<file path="src/rtl/veresk485_pkg.sv">
// ---------------------------------------------------------------------------
// veresk485_pkg
// Shared definitions for the RS-485 transaction controller:
//   - trn_state_t : transaction FSM state encoding
//   - TRN_*       : per-transaction result codes reported on p_out_result
//   - ST_*        : status codes driven by the Manchester master
//   - trn_result  : result-code priority encoder
// ---------------------------------------------------------------------------
package veresk485_pkg;

  typedef enum logic [1:0] {
    S_IDLE = 2'd0,
    S_TX   = 2'd1,
    S_RESP = 2'd2,
    S_DONE = 2'd3
  } trn_state_t;

  localparam logic [2:0] TRN_OK      = 3'd0;
  localparam logic [2:0] TRN_PARITY  = 3'd1;
  localparam logic [2:0] TRN_TIMEOUT = 3'd2;
  localparam logic [2:0] TRN_HDR     = 3'd3;
  localparam logic [2:0] TRN_OVF     = 3'd4;
  localparam logic [2:0] TRN_SHORT   = 3'd5;

  localparam logic [2:0] ST_RX_OK    = 3'd1;
  localparam logic [2:0] ST_RX_ERR   = 3'd2;

  // Result priority, high to low: timeout, parity, short answer,
  // header mismatch, payload overflow, ok.
  function automatic logic [2:0] trn_result(input logic tmo,
                                            input logic parity,
                                            input logic short_rx,
                                            input logic hdr,
                                            input logic ovf);
    logic [2:0] res;
    if (tmo)           res = TRN_TIMEOUT;
    else if (parity)   res = TRN_PARITY;
    else if (short_rx) res = TRN_SHORT;
    else if (hdr)      res = TRN_HDR;
    else if (ovf)      res = TRN_OVF;
    else               res = TRN_OK;
    return res;
  endfunction

endpackage

</file>
<file path="src/rtl/veresk485_bytebuf.sv">
// ---------------------------------------------------------------------------
// veresk485_bytebuf
// Simple dual-port byte RAM, 2**AW entries x 8 bit.
//   clk, rst : clock, asynchronous active-high reset (read register only)
//   wr_en    : write strobe, synchronous write of wr_d to wr_adr
//   rd_adr   : read address
//   rd_q     : registered read data, 1-cycle latency
// The array itself is not reset; contents are undefined after reset.
// ---------------------------------------------------------------------------
module veresk485_bytebuf #(
  parameter int AW = 4
) (
  input  logic          clk,
  input  logic          rst,
  input  logic          wr_en,
  input  logic [AW-1:0] wr_adr,
  input  logic [7:0]    wr_d,
  input  logic [AW-1:0] rd_adr,
  output logic [7:0]    rd_q
);

  logic [7:0] mem [2**AW];
  logic [7:0] rd_data_q;

  always_ff @(posedge clk) begin
    if (wr_en) begin
      mem[wr_adr] <= wr_d;
    end
  end

  always_ff @(posedge clk or posedge rst) begin
    if (rst) begin
      rd_data_q <= '0;
    end else begin
      rd_data_q <= mem[rd_adr];
    end
  end

  assign rd_q = rd_data_q;

endmodule

</file>
<file path="src/rtl/veresk485_trn.sv">
// ---------------------------------------------------------------------------
// veresk485_trn
// Transaction controller in front of the RS-485 Manchester master.
// A host start (p_in_req) latches address, command and payload length,
// the header and payload are streamed to the master byte by byte, then the
// answer is collected: echoed header checked, payload stored in the RX
// buffer, timeout enforced, and one result code reported with p_out_done.
//
// Ports:
//   p_in_clk, p_in_rst           : clock, asynchronous active-high reset
//   p_in_req                     : start pulse (ignored while busy)
//   p_in_dev_adr/dev_cmd/txlen   : request header and payload length
//   p_in_txbuf_wr/adr/d          : TX payload buffer write (idle only)
//   p_in_rxbuf_adr, p_out_rxbuf_q: RX payload buffer read, 1-cycle latency
//   p_out_rxlen                  : number of received payload bytes stored
//   p_out_busy/done/result       : transaction status to the host
//   p_out_txd_rdy/txd, p_in_txd_rd        : byte stream to the master
//   p_in_rxd, p_in_rxd_wr, p_in_status    : answer stream from the master
//
// Master handshake: p_out_txd is valid and held stable while p_out_txd_rdy
// is high; a one-cycle p_in_txd_rd consumes it and the next byte appears on
// the following cycle. Each p_in_rxd_wr pulse delivers one answer byte;
// a nonzero p_in_status ends the answer phase.
// ---------------------------------------------------------------------------
module veresk485_trn
  import veresk485_pkg::*;
#(
  parameter int G_BUF_AW = 4,
  parameter int G_TMO    = 32000,
  parameter int G_TMO_W  = 16
) (
  input  logic                p_in_clk,
  input  logic                p_in_rst,
  input  logic                p_in_req,
  input  logic [7:0]          p_in_dev_adr,
  input  logic [7:0]          p_in_dev_cmd,
  input  logic [G_BUF_AW:0]   p_in_txlen,
  input  logic                p_in_txbuf_wr,
  input  logic [G_BUF_AW-1:0] p_in_txbuf_adr,
  input  logic [7:0]          p_in_txbuf_d,
  input  logic [G_BUF_AW-1:0] p_in_rxbuf_adr,
  output logic [7:0]          p_out_rxbuf_q,
  output logic [G_BUF_AW:0]   p_out_rxlen,
  output logic                p_out_busy,
  output logic                p_out_done,
  output logic [2:0]          p_out_result,
  output logic                p_out_txd_rdy,
  output logic [7:0]          p_out_txd,
  input  logic                p_in_txd_rd,
  input  logic [7:0]          p_in_rxd,
  input  logic                p_in_rxd_wr,
  input  logic [2:0]          p_in_status
);

  localparam int D  = 2**G_BUF_AW;
  localparam int LW = G_BUF_AW + 1;   // length width, holds 0..D
  localparam int IW = G_BUF_AW + 2;   // index/count width, holds beyond D+1

  localparam logic [LW-1:0]      D_LEN    = LW'(D);
  localparam logic [IW-1:0]      D_IDX    = IW'(D);
  localparam logic [IW-1:0]      CNT_MAX  = '1;
  localparam logic [G_TMO_W-1:0] TMO_LAST = G_TMO_W'(G_TMO - 1);

  trn_state_t         state_q,   state_d;
  logic [7:0]         adr_q,     adr_d;
  logic [7:0]         cmd_q,     cmd_d;
  logic [LW-1:0]      len_q,     len_d;
  logic [IW-1:0]      tx_idx_q,  tx_idx_d;
  logic [IW-1:0]      rx_cnt_q,  rx_cnt_d;
  logic               hdr_err_q, hdr_err_d;
  logic               ovf_q,     ovf_d;
  logic [G_TMO_W-1:0] tmo_q,     tmo_d;
  logic               busy_q,    busy_d;
  logic               done_q,    done_d;
  logic               txd_rdy_q, txd_rdy_d;
  logic [2:0]         result_q,  result_d;
  logic [LW-1:0]      rxlen_q,   rxlen_d;

  // Answer-byte effects for the current cycle, evaluated before status.
  logic               hdr_n;
  logic               ovf_n;
  logic [IW-1:0]      cnt_n;
  logic [IW-1:0]      pay_idx;

  logic                rx_wr_en;
  logic [G_BUF_AW-1:0] rx_wr_adr;
  logic                tx_wr_en;
  logic [G_BUF_AW-1:0] tx_rd_adr;
  logic [7:0]          txbuf_q;

  // Host may only load the TX buffer between transactions.
  assign tx_wr_en = p_in_txbuf_wr && (state_q == S_IDLE);

  // The TX RAM has registered read, so it is addressed with the *next*
  // index: the payload byte is then ready the cycle tx_idx_q reaches it.
  assign tx_rd_adr = G_BUF_AW'(tx_idx_d - IW'(2));

  veresk485_bytebuf #(.AW(G_BUF_AW)) u_txbuf (
    .clk    (p_in_clk),
    .rst    (p_in_rst),
    .wr_en  (tx_wr_en),
    .wr_adr (p_in_txbuf_adr),
    .wr_d   (p_in_txbuf_d),
    .rd_adr (tx_rd_adr),
    .rd_q   (txbuf_q)
  );

  veresk485_bytebuf #(.AW(G_BUF_AW)) u_rxbuf (
    .clk    (p_in_clk),
    .rst    (p_in_rst),
    .wr_en  (rx_wr_en),
    .wr_adr (rx_wr_adr),
    .wr_d   (p_in_rxd),
    .rd_adr (p_in_rxbuf_adr),
    .rd_q   (p_out_rxbuf_q)
  );

  always_ff @(posedge p_in_clk or posedge p_in_rst) begin
    if (p_in_rst) begin
      state_q   <= S_IDLE;
      adr_q     <= '0;
      cmd_q     <= '0;
      len_q     <= '0;
      tx_idx_q  <= '0;
      rx_cnt_q  <= '0;
      hdr_err_q <= 1'b0;
      ovf_q     <= 1'b0;
      tmo_q     <= '0;
      busy_q    <= 1'b0;
      done_q    <= 1'b0;
      txd_rdy_q <= 1'b0;
      result_q  <= '0;
      rxlen_q   <= '0;
    end else begin
      state_q   <= state_d;
      adr_q     <= adr_d;
      cmd_q     <= cmd_d;
      len_q     <= len_d;
      tx_idx_q  <= tx_idx_d;
      rx_cnt_q  <= rx_cnt_d;
      hdr_err_q <= hdr_err_d;
      ovf_q     <= ovf_d;
      tmo_q     <= tmo_d;
      busy_q    <= busy_d;
      done_q    <= done_d;
      txd_rdy_q <= txd_rdy_d;
      result_q  <= result_d;
      rxlen_q   <= rxlen_d;
    end
  end

  always_comb begin
    state_d   = state_q;
    adr_d     = adr_q;
    cmd_d     = cmd_q;
    len_d     = len_q;
    tx_idx_d  = tx_idx_q;
    rx_cnt_d  = rx_cnt_q;
    hdr_err_d = hdr_err_q;
    ovf_d     = ovf_q;
    tmo_d     = tmo_q;
    busy_d    = busy_q;
    done_d    = 1'b0;
    txd_rdy_d = txd_rdy_q;
    result_d  = result_q;
    rxlen_d   = rxlen_q;
    hdr_n     = hdr_err_q;
    ovf_n     = ovf_q;
    cnt_n     = rx_cnt_q;
    pay_idx   = rx_cnt_q - IW'(2);
    rx_wr_en  = 1'b0;
    rx_wr_adr = '0;

    case (state_q)
      S_IDLE: begin
        if (p_in_req) begin
          adr_d     = p_in_dev_adr;
          cmd_d     = p_in_dev_cmd;
          len_d     = (p_in_txlen > D_LEN) ? D_LEN : p_in_txlen;
          tx_idx_d  = '0;
          rx_cnt_d  = '0;
          hdr_err_d = 1'b0;
          ovf_d     = 1'b0;
          rxlen_d   = '0;
          busy_d    = 1'b1;
          txd_rdy_d = 1'b1;
          state_d   = S_TX;
        end
      end

      S_TX: begin
        if (p_in_txd_rd) begin
          tx_idx_d = tx_idx_q + IW'(1);
          // Byte index len+1 is the last payload byte (header is 0 and 1).
          // Dropping txd_rdy on the next cycle keeps it ahead of the
          // master's end-of-byte check.
          if (tx_idx_q == ({1'b0, len_q} + IW'(1))) begin
            txd_rdy_d = 1'b0;
            tmo_d     = '0;
            state_d   = S_RESP;
          end
        end
      end

      S_RESP: begin
        if (p_in_rxd_wr) begin
          tmo_d = '0;
          if (rx_cnt_q != CNT_MAX) begin
            cnt_n = rx_cnt_q + IW'(1);
          end
          if (rx_cnt_q == IW'(0)) begin
            hdr_n = hdr_err_q | (p_in_rxd != adr_q);
          end else if (rx_cnt_q == IW'(1)) begin
            hdr_n = hdr_err_q | (p_in_rxd != cmd_q);
          end else if (pay_idx < D_IDX) begin
            rx_wr_en  = 1'b1;
            rx_wr_adr = G_BUF_AW'(pay_idx);
            rxlen_d   = LW'(pay_idx + IW'(1));
          end else begin
            // Payload beyond the buffer is dropped, never wrapped.
            ovf_n = 1'b1;
          end
        end else begin
          tmo_d = tmo_q + G_TMO_W'(1);
        end
        rx_cnt_d  = cnt_n;
        hdr_err_d = hdr_n;
        ovf_d     = ovf_n;

        // Status is judged against the byte counts including this cycle's
        // byte, so a byte arriving with the status strobe still counts.
        if (p_in_status != 3'd0) begin
          done_d   = 1'b1;
          result_d = trn_result(1'b0, (p_in_status == ST_RX_ERR),
                                (cnt_n < IW'(2)), hdr_n, ovf_n);
          state_d  = S_DONE;
        end else if (!p_in_rxd_wr && (tmo_q == TMO_LAST)) begin
          done_d   = 1'b1;
          result_d = trn_result(1'b1, 1'b0, 1'b0, 1'b0, 1'b0);
          state_d  = S_DONE;
        end
      end

      S_DONE: begin
        busy_d  = 1'b0;
        state_d = S_IDLE;
      end

      default: begin
        state_d = S_IDLE;
      end
    endcase
  end

  always_comb begin
    p_out_txd = 8'h00;
    if (txd_rdy_q) begin
      if (tx_idx_q == IW'(0)) begin
        p_out_txd = adr_q;
      end else if (tx_idx_q == IW'(1)) begin
        p_out_txd = cmd_q;
      end else begin
        p_out_txd = txbuf_q;
      end
    end
  end

  assign p_out_busy    = busy_q;
  assign p_out_done    = done_q;
  assign p_out_result  = result_q;
  assign p_out_txd_rdy = txd_rdy_q;
  assign p_out_rxlen   = rxlen_q;

endmodule

</file>
<file path="config.mk">
export PLATFORM = sky130hd
export DESIGN_NAME = veresk485_trn
export DESIGN_NICKNAME = d
export VERILOG_FILES = /design/src/rtl/veresk485_pkg.sv /design/src/rtl/veresk485_bytebuf.sv /design/src/rtl/veresk485_trn.sv
export SDC_FILE = /design/constraint.sdc
export NUM_CORES = 1
export LEC_CHECK = 0
export BUFFER_PORTS_ARGS = -buffer_cell sky130_fd_sc_hd__buf_2
export CORE_UTILIZATION = 45
export DETAILED_ROUTE_END_ITERATION = 10
export MAX_ROUTING_LAYER = met4
export PLACE_DENSITY_LB_ADDON = 0.15
export SYNTH_ARGS = -nofsm -noshare
export SYNTH_HDL_FRONTEND = slang
export SYNTH_HIERARCHICAL = 1
export SYNTH_SLANG_ARGS = --single-unit
export TNS_END_PERCENT = 10
</file>
<file path="constraint.sdc">
create_clock -name p_in_clk -period 6.1 [get_ports p_in_clk]
set_input_delay 1.22 -clock p_in_clk [delete_from_list [all_inputs] [get_ports p_in_clk]]
set_output_delay 1.22 -clock p_in_clk [all_outputs]
set_load 0.01 [all_outputs]
</file>
==> results.md <==
* Outcome: finished, final reports clean
* Mapped Area at 14500 um2
* First-pass GRT wire length at about 48000 um
* Maxcap violations at 0
* Slew HR at 0.333
* Total GRT Usage at 0.197
* EDFF count, synth at ~260
* Commonest non-fill, non-tap cells in the layout: edfxtp_1 (256), dfrtp_1 (80), buf_2 (80)
* Clk slew on worst S/H paths at 60 ps
* Slowest Stage Delay on Critical Path at between 900 and 1000 ps
* Initial antenna violation count at 1
* DIE HEIGHT at about 180 um
* Initial DRC Count at 530
* Final GP Congestion at 0.815
* Commonest non-fill, non-tap cell in the layout: edfxtp_1
* Nets at between 1k and 1.5k
* #FFs+latches synth at roughly 340
* H-tree Lvls at 2
* Class of the worst hold path: flop to flop
* Yosys top cell area share at 0.531
* Initial core utilization at 0.457
* FILL cells at about 2.6k
* Pin count of the biggest net entering global routing at 65
* Vias in the first global route at 8217
* Syn. warnings at 6
* Post-layout min period at 4360 ps
* Final setup violating endpoints at 0
* Post-DP HPWL at around 20000 um
* Total core area at 31600 um2
* WP data arrival at between 3000 and 4000 ps
* Worst-path maximum fanout at 16
* Critical path type: flop to output pin
* Row Count at 65
* Fmax at 230 MHz
* Die ar. at between 30000 and 40000 um2
* Residual DRC at 0
* Clk sinks at 336
* Post-route ant nets at 0
* Final core utilization at 0.519
* Gr ovfl total at 0
* Asr flop ratio synth at 0.238
* Dpl cell area at around 15000 um2
* Deepest clock path buffer count at 3
* Post-CTS Resized at 0
* Leakage at roughly 6.2 nW
* Distinct cells, synth at between 60 and 70
* Vias after detailed routing at between 8k and 9k
* Syn_nets at between 900 and 1k
* Final period util at 0.714
* CP max-delay cell: nor4_2
* Clk_skew at about 19 ps
* CP Launch Type: flop
* CTS tree: built
* Placed cells at between 1k and 1.5k
* CP Cell Sequence: nor4_2, nand2_1, nand3_1, o211a_1, buf_2
* Post-Layout Cell Count at 1425
* Cell area after layout at around 16000 um2
* Layout area overhead at 13.4%
* Power Dens Cells at a little over 400 nW/um2
* Post-CTS Setup Inserts at 0
* Routed WL per cell at ~21 um
* Die W at 181 um
* RSZ-0062 raised after global routing: false
* Place WS at around 1800 ps
* Final Total Pwr at between 6 and 7 mW
* Final WS setup at 1740 ps
* Hold_buf cts at 0
* Share of cells above drive strength 1 at 0.209
* Final wirelength at just over 30000 um
* Fin. Hold Viols at 0
* Type of destination of the critical path: output pin
* Synth top area cells: edfxtp_1 (53%), dfrtp_1 (14%), mux4_2 (5.6%)
* Hold WS at between 400 and 500 ps
* Post-Synthesis Cells at 905
* Area leader, netlist: edfxtp_1
* Vias per Instance at ~5.7
* Number of port buffers at 80
* DRT Pass-1 Iters at 7
* TNS Setup at 0 ps
* Worst-Margin Slew at roughly 1000 ps
* Worst vdd ir at ~0.24 mV
* WP data required at 4880 ps
* Final Slew Violations at 0
* Syn avg cell area at around 16 um2
* # IOs at 81
* Most used DFF post-synth: edfxtp_1
* CTS buffer count at 37
* Root Driver: clkbuf_16
* Seq/Total Area, Yosys at 0.670
* Worst-Skew Late Latency at around 510 ps
-- synthesized netlist by cell type, types with 3 or more instances --
cell type	number
o21ai_0	36
a21o_1	3
a22oi_1	34
inv_1	25
clkbuf_1	18
mux4_2	36
o31ai_1	5
ha_1	15
nor2b_1	6
nand3_1	33
nor4_1	15
buf_6	7
mux2_2	20
nand2_1	56
a31oi_1	5
nor3_1	14
and2_1	6
buf_4	3
buf_2	7
nor2_1	50
xor2_1	28
mux2i_1	4
nand4_1	7
clkdlybuf4s25_2	6
edfxtp_1	256
a21oi_1	12
and3_1	13
nor3b_1	3
nand3b_1	5
o211a_1	10
mux4_1	28
a211o_1	9
dfrtp_1	80
nand2b_1	12
-- metal layers --
metal	global-route usage	wire length, um	vias to the layer above
li1	-	-	3746
met4	0.0654	810	0
met2	0.316	15000	191
met5	-	0	-
met1	0.260	13500	4138
met3	0.0284	1210	47
-- flip-flops by register name (all words and copies together) (netlist names), 6 cells and up --
register	count
tx_idx_q	6
rx_cnt_q	6
tmo_q	16
u_rxbuf/mem	128
cmd_q	8
u_txbuf/mem	128
u_rxbuf/rd_q	8
u_txbuf/rd_q	8
adr_q	8
-- worst paths after layout --
kind | cells past startpoint | end | slack, ps | from
worst max register to register | 10 | u_txbuf/rd_q[2]$_DFF_PP0_ | 2230 | state_q[0]$_DFFE_PP0P_
worst min register to register | 1 | p_out_rxlen[0]$_DFFE_PP0P_ | 480 | p_out_rxlen[0]$_DFFE_PP0P_
min in group asynchronous | 2 | u_rxbuf/rd_q[1]$_DFF_PP0_ | 700 | p_in_rst
max in group asynchronous | 3 | tmo_q[13]$_DFFE_PP0P_ | 4510 | p_in_rst
worst max-delay path | 5 | p_out_txd[2] | 1740 | tx_idx_q[2]$_DFF_PP0_
worst min-delay path | 1 | p_out_rxlen[0]$_DFFE_PP0P_ | 480 | p_out_rxlen[0]$_DFFE_PP0P_
-- layout make-up --
type	instances	area, um2	share of cell area
inverters	25	93.8	0.00572
multi-input cells	501	4430	0.270
clock buffers	54	1090	0.0666
repair buffers	93	498	0.0303
diodes	1	2.50	0.000152
clock inverters	13	103	0.00625
well taps	402	503	0.0307
flip-flops and latches	336	9690	0.590
-- where the power goes --
| part | internal, mW | switching (mW) | leakage [nW] | total (mW) |
|---|---|---|---|---|
| logic | 0.777 | 1.02 | 2.26 | 1.80 |
| registers | 2.65 | 0.178 | 3.32 | 2.82 |
| clock network | 1.29 | 0.861 | 0.584 | 2.15 |
-- critical path: cells and delay by family, from the launching register on --
kind	cells	cell delay [ps]
AO/OA/AOI/OAI	1	190
buffers and inverters	1	130
AND/OR/NAND/NOR	3	1810
flip-flops	1	490
-- kinds of logic after synthesis --
logic type                 after synthesis  synth area share
buffers and inverters                   68            0.0252
adders and majority gates               15            0.0130
muxes                                   88             0.125
AOI/OAI and AO/OA                      137            0.0689
xor gates and xnor gates                30            0.0182
DFF                                    336             0.670
and+or+nand+nor                        231            0.0800
Note: power is estimated with default switching activity, not from simulation.
